$ cat config.mk
export PLATFORM = sky130hd
export DESIGN_NAME = tnn_feature_loader
export DESIGN_NICKNAME = d
export VERILOG_FILES = /design/src/rtl/tnn_feature_loader.sv
export SDC_FILE = /design/constraint.sdc
export NUM_CORES = 1
export LEC_CHECK = 0
export ABC_AREA = 1
export CAP_MARGIN = 20
export CORE_ASPECT_RATIO = 1.4
export CORE_MARGIN = 4
export CORE_UTILIZATION = 30
export DETAILED_ROUTE_END_ITERATION = 10
export DONT_BUFFER_PORTS = 1
export PLACE_DENSITY = 0.55
export SLEW_MARGIN = 25
export SYNTH_ARGS = -nofsm -noshare
export SYNTH_HDL_FRONTEND = slang
export SYNTH_SLANG_ARGS = --single-unit
$ cat constraint.sdc
create_clock -name clk -period 1.8 [get_ports clk]
set_input_delay 0.18 -clock clk [delete_from_list [all_inputs] [get_ports clk]]
set_output_delay 0.18 -clock clk [all_outputs]
set_load 0.02 [all_outputs]
$ cat src/rtl/tnn_feature_loader.sv
// Collects six raw samples, quantises each to 2 bits, and presents them as one feature vector.
// Optional s_last framing check is enabled by defining TNN_FEATURE_LOADER_LAST_CHECK_EN.
module tnn_feature_loader #(
  parameter int unsigned DATA_W = 8,
  parameter int unsigned THR1   = 64,
  parameter int unsigned THR2   = 128,
  parameter int unsigned THR3   = 192
) (
  input  logic              clk,
  input  logic              rst_n,
  input  logic              s_valid,
  output logic              s_ready,
  input  logic [DATA_W-1:0] s_data,
  input  logic              s_last,
  output logic [1:0]        feat_a,
  output logic [1:0]        feat_b,
  output logic [1:0]        feat_c,
  output logic [1:0]        feat_d,
  output logic [1:0]        feat_e,
  output logic [1:0]        feat_f,
  output logic              f_valid,
  input  logic              f_ready,
  output logic [15:0]       frames_sent,
  output logic              err
);

  localparam int unsigned NumSlots = 6;
  // Compare in at least 32 bits so thresholds above 2**DATA_W-1 still behave as unsigned.
  localparam int unsigned CmpW = (DATA_W > 32) ? DATA_W : 32;

  if (!((THR1 < THR2) && (THR2 < THR3))) begin : gen_bad_thresholds
    $error("tnn_feature_loader: thresholds must satisfy THR1 < THR2 < THR3");
  end

  typedef enum logic [0:0] {StCollect, StPresent} state_e;

  state_e      state_q;
  logic [2:0]  idx_q;
  logic [1:0]  slot_q [NumSlots];
  logic        s_ready_q;
  logic        f_valid_q;
  logic        err_q;
  logic [15:0] frames_sent_q;

  logic        accept;
  logic        frame_err;
  logic [1:0]  q_sample;

  function automatic logic [1:0] quantise(input logic [DATA_W-1:0] v);
    logic [CmpW-1:0] v_ext;
    v_ext = CmpW'(v);
    if (v_ext < CmpW'(THR1))      quantise = 2'd0;
    else if (v_ext < CmpW'(THR2)) quantise = 2'd1;
    else if (v_ext < CmpW'(THR3)) quantise = 2'd2;
    else                          quantise = 2'd3;
  endfunction

  assign accept   = s_valid && s_ready_q;
  assign q_sample = quantise(s_data);

`ifdef TNN_FEATURE_LOADER_LAST_CHECK_EN
  // s_last must be high exactly on the sixth sample of a frame.
  assign frame_err = accept && (s_last != (idx_q == 3'd5));
`else
  logic unused_s_last;
  assign unused_s_last = s_last;
  assign frame_err     = 1'b0;
`endif

  always_ff @(posedge clk) begin
    if (!rst_n) begin
      state_q       <= StCollect;
      idx_q         <= 3'd0;
      s_ready_q     <= 1'b1;
      f_valid_q     <= 1'b0;
      err_q         <= 1'b0;
      frames_sent_q <= 16'd0;
      for (int i = 0; i < NumSlots; i++) begin
        slot_q[i] <= 2'd0;
      end
    end else begin
      unique case (state_q)
        StCollect: begin
          if (accept) begin
            if (frame_err) begin
              idx_q <= 3'd0;
              err_q <= 1'b1;
            end else begin
              for (int i = 0; i < NumSlots; i++) begin
                if (idx_q == 3'(i)) slot_q[i] <= q_sample;
              end
              if (idx_q == 3'd5) begin
                idx_q     <= 3'd0;
                state_q   <= StPresent;
                s_ready_q <= 1'b0;
                f_valid_q <= 1'b1;
              end else begin
                idx_q <= idx_q + 3'd1;
              end
            end
          end
        end
        StPresent: begin
          if (f_valid_q && f_ready) begin
            state_q       <= StCollect;
            s_ready_q     <= 1'b1;
            f_valid_q     <= 1'b0;
            frames_sent_q <= frames_sent_q + 16'd1;
          end
        end
        default: begin
          state_q   <= StCollect;
          s_ready_q <= 1'b1;
          f_valid_q <= 1'b0;
        end
      endcase
    end
  end

  assign s_ready     = s_ready_q;
  assign f_valid     = f_valid_q;
  assign err         = err_q;
  assign frames_sent = frames_sent_q;
  assign feat_a      = slot_q[0];
  assign feat_b      = slot_q[1];
  assign feat_c      = slot_q[2];
  assign feat_d      = slot_q[3];
  assign feat_e      = slot_q[4];
  assign feat_f      = slot_q[5];

endmodule

==> metrics.log, run 1 <==
[metrics] clock tree from TritonCTS: done
[metrics] core area: 5200 um2
[metrics] topmost layer with routed signal wires: met4
[metrics] Final Max Tran Viols: 0
[metrics] highest ir drop seen on vdd: 0.340 mV
[metrics] Ports: 44
[metrics] Crit path largest cell delay: 0.35 ns
[metrics] r2r worst-path depth: 5
[metrics] Async SR Flop Fraction: 0
[metrics] total routing usage reported by global routing: 0.115
[metrics] nets in the synthesized netlist: 222
[metrics] die area: 6650 um2
[metrics] Worst Setup End Kind: register
[metrics] pwr dens: 910 nW/um2
[metrics] syn avg cell area: 7.82 um2
[metrics] cell type group with the largest total delay on the critical path: buffers and inverters
[metrics] setup clock skew after layout: 0.00610 ns
[metrics] Total Negative Setup Slacks: 0 ns
[metrics] height of the chip: 94.9 um
[metrics] Routed wire per std cell: 12.3 um
[metrics] deepest clock path buffer count: 2
[metrics] outcome: finished clean
[metrics] crit path max fanout: 12
[metrics] number of flops mapped to enable cells by yosys: 12
[metrics] latest clock arrival within the worst-skew pair: 0.28 ns
[metrics] count of max-cap constraint violations: 0
[metrics] most instantiated flip-flop cell in the synthesis netlist: dfxtp_1
[metrics] post-synthesis cell count: 207
[metrics] cell-by-cell trace of the critical path: inv_1, nand3_1, inv_1, nand3_1, nand2_1
[metrics] Clk pin slew, worst setup/hold paths: 0.07 ns
[metrics] Final setup violation count: 0
[metrics] number of standard cells in the final layout excluding fillers: 284
[metrics] number of antenna violations at the first check in global routing: 0
[metrics] most common cell after layout, fill and taps aside: nand2_1
[metrics] final estimated routing congestion in global placement: 0.782
[metrics] start-to-end type of the worst setup path: reg -> reg
[metrics] combined area of the multi-input logic cells: 696 um2
[metrics] number of vias per cell: 4.62
[metrics] number of different library cells in the post-synthesis netlist: 23
[metrics] detailed placer's ending HPWL: 2.62 mm
[metrics] # nets final: 232
[metrics] WP data required: 1.79 ns
[metrics] Placed Cells: 275
[metrics] sum of routed wire length over all layers: 3.50 mm
[metrics] overall overflow remaining after global route: 0
[metrics] number of H-tree levels: 2
[metrics] number of global-route vias before repair: 1,337
[metrics] first-pass GRT wire length: 6.11 mm
[metrics] Placement Rows: 31
[metrics] proportion of layout cells with a drive suffix above 1: 0.106
[metrics] Lkg Pwr: 0.000725 uW
[metrics] number of sinks driven by the clock tree: 34
[metrics] DR WL met2: 1.88 mm
[metrics] final worst path period need: 1.38 ns
[metrics] register-to-register setup slack: 0.42 ns
[metrics] Synth-to-Final Area Change: 15.1%
[metrics] share of the clock period used by the worst path: 0.765
[metrics] endpoints failing hold: 0
[metrics] quantity of I/O buffers inserted on ports: 0
[metrics] total power of the final layout: 1690 uW
[metrics] utilization after layout: 0.358
[metrics] ant diodes: 0
[metrics] Worst Hold Path Cells: 2
[metrics] number of buffers created by CTS: 5
[metrics] number of fill cells in the layout: 572
[metrics] CTS Root Buffer Type: clkbuf_8
[metrics] most frequent cells in the layout: 44 x nand2_1, 35 x nor2_1, 25 x inv_1, 22 x dfxtp_1, 19 x nand3_1
[metrics] FMAX: 727 MHz
[metrics] number of buffer and inverter stages on the critical path: 2
[metrics] combined flip-flop and latch cell area: 801 um2
[metrics] Routed Antenna Nets: 0
[metrics] Initial Utilization: 0.312
[metrics] largest net degree at the start of global routing: 27
[metrics] M1 wire length: 1.38 mm
[metrics] number of design rule violations left after detail routing: 0
[metrics] sequential area share after synthesis: 0.495
[metrics] count of cells resized by post-cts repair: 0
[metrics] total length of routed met3 wires: 183 um
[metrics] path category of the worst min-delay check: in -> reg
[metrics] yosys warns: 0
[metrics] die outline width: 70.1 um
[metrics] launching element type of the critical path: register
[metrics] post-synthesis register bit count: 34
[metrics] count of TritonRoute iterations in the first routing pass: 4
[metrics] cell type of the slowest stage on the worst timing path: dfxtp_1
[metrics] number of cells on the critical path: 5
[metrics] via count: 1,311
[metrics] data arrival time of the critical path: 1.37 ns
[metrics] summed instance area of the synthesized netlist: 1620 um2
[metrics] detailed router's first-iteration violation count: 57
[metrics] RSZ-0062 raised after global routing: no
## per-layer routing
layer	vias up	track usage
li1	685	-
met1	590	0.115
met2	31	0.219
met3	5	0.0426
met4	0	0.0383
met5	-	0
## registers in the layout, summed over array words and instances (netlist names)
register     flops
slot_q          12
state_q          1
s_ready          1
f_valid          1
frames_sent     16
idx_q            3
## logic make-up after synthesis
group                    count (synthesis)  synth area share
buffers and inverters                   30            0.0757
adder cells (fa/ha/maj)                  2            0.0155
AND/OR/NAND/NOR                        116             0.329
AO/OA/AOI/OAI                           23            0.0773
other                                    1           0.00232
XOR/XNOR                                 1           0.00541
flip-flops                              34             0.495
## report_power, final
| group | switching, uW | total, uW | leakage (uW) | internal, uW |
|---|---|---|---|---|
| logic | 48.3 | 69.0 | 0.000358 | 20.6 |
| registers | 33.9 | 854 | 0.000303 | 820 |
| clock network | 280 | 772 | 0.0000640 | 492 |
## cells in the mapped netlist (3+ instances only)
| library cell | number | share of area |
|---|---|---|
| edfxtp_1 | 12 | 0.22 |
| a21oi_1 | 12 | 0.037 |
| nand3_1 | 19 | 0.059 |
| nor2_1 | 35 | 0.081 |
| nand2_1 | 44 | 0.10 |
| nor3_1 | 3 | 0.0093 |
| nand4_1 | 5 | 0.019 |
| o21ai_0 | 7 | 0.022 |
| nor2_4 | 4 | 0.028 |
| inv_1 | 25 | 0.058 |
| dfxtp_1 | 22 | 0.27 |
## through the flow
step                      area [um2]  setup slack, ns  hold WS (ns)
after global routing            1860            0.268        0.0138
final                           1860            0.424        0.0210
after detailed placement        1730            0.425         0.277
after CTS                       1860            0.417       0.00179
after floorplan                 1620            0.459         0.393
after global placement          1730            0.458         0.269
## worst register-to-register path, cell delays in order, from the launching register on
cell and delay [ns]:
dfxtp_1 0.35, inv_1 0.11, nand3_1 0.14, inv_1 0.27, nand3_1 0.11, nand2_1 0.11
## worst paths after layout
kind                               from               to
worst min-delay path              rst_n  frames_sent[14]
worst max register to register  state_q     slot_q[2][0]
worst max-delay path            state_q     slot_q[2][0]
worst min register to register  state_q          state_q
## timing repair
| item | 4_1_cts | 5_1_grt |
|---|---|---|
| hold buffers | 1 | 0 |
| hold endpoints to repair | 3 | 0 |
| setup buffers | 0 | 0 |
## final cells by class
| type | count | area share |
|---|---|---|
| repair buffers | 8 | 0.0336 |
| flip-flops and latches | 34 | 0.430 |
| clock buffers | 6 | 0.0504 |
| inverters | 25 | 0.0504 |
| multi-input cells | 143 | 0.373 |
| clock inverters | 2 | 0.0181 |
| well taps | 66 | 0.0443 |
Power figures use the tool's default switching activity.
==> run 2: changes to the inputs <==
==> constraint.sdc (replaced) <==
create_clock -name clk -period 1.35 [get_ports clk]
set_input_delay 0.135 -clock clk [delete_from_list [all_inputs] [get_ports clk]]
set_output_delay 0.135 -clock clk [all_outputs]
set_load 0.02 [all_outputs]
==> metrics.log, run 2 (synthesis gave the netlist of run 1 again) <==
[metrics] part of the power in registers: 0.502
[metrics] sum of routed wire length over all layers: 3.46 mm
[metrics] most frequent CP cell: nand3_1
[metrics] cell type of the slowest stage on the worst timing path: dfxtp_1
[metrics] WP data required: 1.34 ns
[metrics] number of vias per cell: 4.59
[metrics] Final setup violation count: 0
[metrics] cell-by-cell trace of the critical path: inv_1, nand3_1, inv_2, nand3_1, nand2_1
[metrics] overall overflow remaining after global route: 0
[metrics] start-to-end type of the worst setup path: reg -> reg
[metrics] final estimated routing congestion in global placement: 0.766
[metrics] detailed router's first-iteration violation count: 99
[metrics] Routed wire per std cell: 11.7 um
[metrics] Synth-to-Final Area Change: 21.5%
[metrics] detailed placer's ending HPWL: 2.61 mm
[metrics] clock tree from TritonCTS: done
[metrics] crit path max fanout: 12
[metrics] first-pass GRT wire length: 5.90 mm
[metrics] number of standard cells in the final layout excluding fillers: 295
[metrics] core area: 5200 um2
[metrics] ant diodes: 0
[metrics] Final Max Tran Viols: 0
[metrics] number of antenna violations at the first check in global routing: 0
[metrics] CTS Root Buffer Type: clkbuf_8
[metrics] share of the clock period used by the worst path: 0.930
[metrics] path category of the worst min-delay check: in -> reg
[metrics] number of H-tree levels: 2
[metrics] setup bufs post-CTS: 0
[metrics] Design Area, Final: 1970 um2
[metrics] Placed Cells: 286
[metrics] number of buffers created by CTS: 5
[metrics] quantity of I/O buffers inserted on ports: 0
[metrics] Initial Utilization: 0.312
[metrics] count of TritonRoute iterations in the first routing pass: 4
[metrics] Routed Antenna Nets: 0
[metrics] proportion of layout cells with a drive suffix above 1: 0.188
[metrics] switching portion of total power: 0.216
[metrics] most common cell after layout, fill and taps aside: nand2_1
[metrics] outcome: finished clean
[metrics] flip-flop count of the largest register after layout: 16
[metrics] placed instance area: 1810 um2
[metrics] Combinational Power Share: 0.044
[metrics] setup clock skew after layout: 0.00331 ns
[metrics] latest clock arrival within the worst-skew pair: 0.28 ns
[metrics] data arrival time of the critical path: 1.25 ns
[metrics] RSZ-0062 raised after global routing: yes
[metrics] total routing usage reported by global routing: 0.110
[metrics] # nets final: 243
[metrics] via count: 1,353
[metrics] largest net degree at the start of global routing: 16
[metrics] Lkg Pwr: 0.000783 uW
[metrics] number of sinks driven by the clock tree: 34
[metrics] height of the chip: 94.9 um
[metrics] final worst path period need: 1.26 ns
[metrics] cell-internal power: 1780 uW
[metrics] utilization after layout: 0.378
[metrics] pwr dens: 1150 nW/um2
[metrics] count of max-cap constraint violations: 0
[metrics] number of design rule violations left after detail routing: 0
[metrics] endpoints failing hold: 0
[metrics] launching element type of the critical path: register
[metrics] most frequent cells in the layout: 43 x nand2_1, 34 x nor2_1, 24 x inv_1, 19 x nand3_1
[metrics] Clk pin slew, worst setup/hold paths: 0.07 ns
[metrics] remaining max-slew budget at the tightest pin: 0.615
[metrics] Placement Rows: 31
[metrics] die area: 6650 um2
[metrics] clock power share: 0.454
[metrics] FMAX: 797 MHz
[metrics] Worst Setup End Kind: register
[metrics] die outline width: 70.1 um
[metrics] Ports: 44
[metrics] highest ir drop seen on vdd: 0.355 mV
[metrics] Crit path largest cell delay: 0.31 ns
[metrics] reported net switching power: 489 uW
[metrics] number of global-route vias before repair: 1,329
[metrics] deepest clock path buffer count: 2
[metrics] slew at the pin with the worst max-slew slack: 0.576 ns
## run 2: changes by cell type in the layout (fill, tap and decap cells not counted), sizes merged
cell,before,now
buf,7,18
## run 2: stage by stage
| stage | TNS [ns] | power [uW] | worst slack (ns) | hold slack, ns |
|---|---|---|---|---|
| detailed placement | 0 | 1250 | 0.0507 | 0.229 |
| floorplan | 0 | 1240 | 0.00905 | 0.348 |
| global placement | 0 | 1250 | 0.0779 | 0.226 |
| CTS | 0 | 2290 | 0.0309 | 0.0212 |
| finish | 0 | 2270 | 0.0948 | 0.0324 |
| global route | -0.114 | 2370 | -0.0302 | 0.0281 |
## run 2: what timing repair did
| item | 4_1_cts | 5_1_grt |
|---|---|---|
| gates resized for setup | 0 | 11 |
| hold buffers | 1 | 0 |
| endpoints found under the setup margin | 0 | 28 |
| hold endpoints to repair | 14 | 0 |
## run 2: routing by layer
layer	share of wire	global-route usage	routed length, um
met5	0	0	0
met4	0.013	0.0335	44
met3	0.042	0.0341	146
met2	0.54	0.208	1860
met1	0.41	0.116	1410
## run 2: worst max-delay path: cells and delay by family, from the launching register on
family                 cells  cell delay (ns)
and+or+nand+nor            3             0.36
buffers and inverters      2             0.31
DFF                        1             0.31
## run 2: cell type report
class | instances | area, um2
Clock buffer | 6 | 93.8
Clock inverter | 2 | 33.8
Fill cell | 544 | 3230
Inverter | 25 | 93.8
Multi-Input combinational cell | 143 | 712
Sequential cell | 34 | 806
Tap cell | 66 | 82.6
Timing Repair Buffer | 19 | 145
## run 2: power groups by stage
stage          sequential, uW  clock, uW  combinational (uW)
4_1_cts                  1140       1050                99.9
2_1_floorplan            1160          0                83.9
3_5_place_dp             1160          0                90.6
6_report                 1140       1030                 100
5_1_grt                  1140       1110                 116
3_3_place_gp             1160          0                87.4
## run 2: final timing paths
check                              from      endpoint  slack (ns)  cells past startpoint
worst min register to register  f_valid       f_valid        0.51                      2
worst max-delay path            state_q  slot_q[0][1]        0.09                      5
worst min-delay path              rst_n      idx_q[0]        0.03                      2
worst max register to register  state_q  slot_q[0][1]        0.09                      5
==> run 3: changes to the inputs <==
--- a/config.mk
+++ b/config.mk
@@ -13,7 +13,7 @@
 export DETAILED_ROUTE_END_ITERATION = 10
 export DONT_BUFFER_PORTS = 1
 export PLACE_DENSITY = 0.55
-export SLEW_MARGIN = 25
+export SLEW_MARGIN = 20
 export SYNTH_ARGS = -nofsm -noshare
 export SYNTH_HDL_FRONTEND = slang
 export SYNTH_SLANG_ARGS = --single-unit
==> results of run 3 <==
No change in the layout: final DEF, timing and power equal those of run 2.
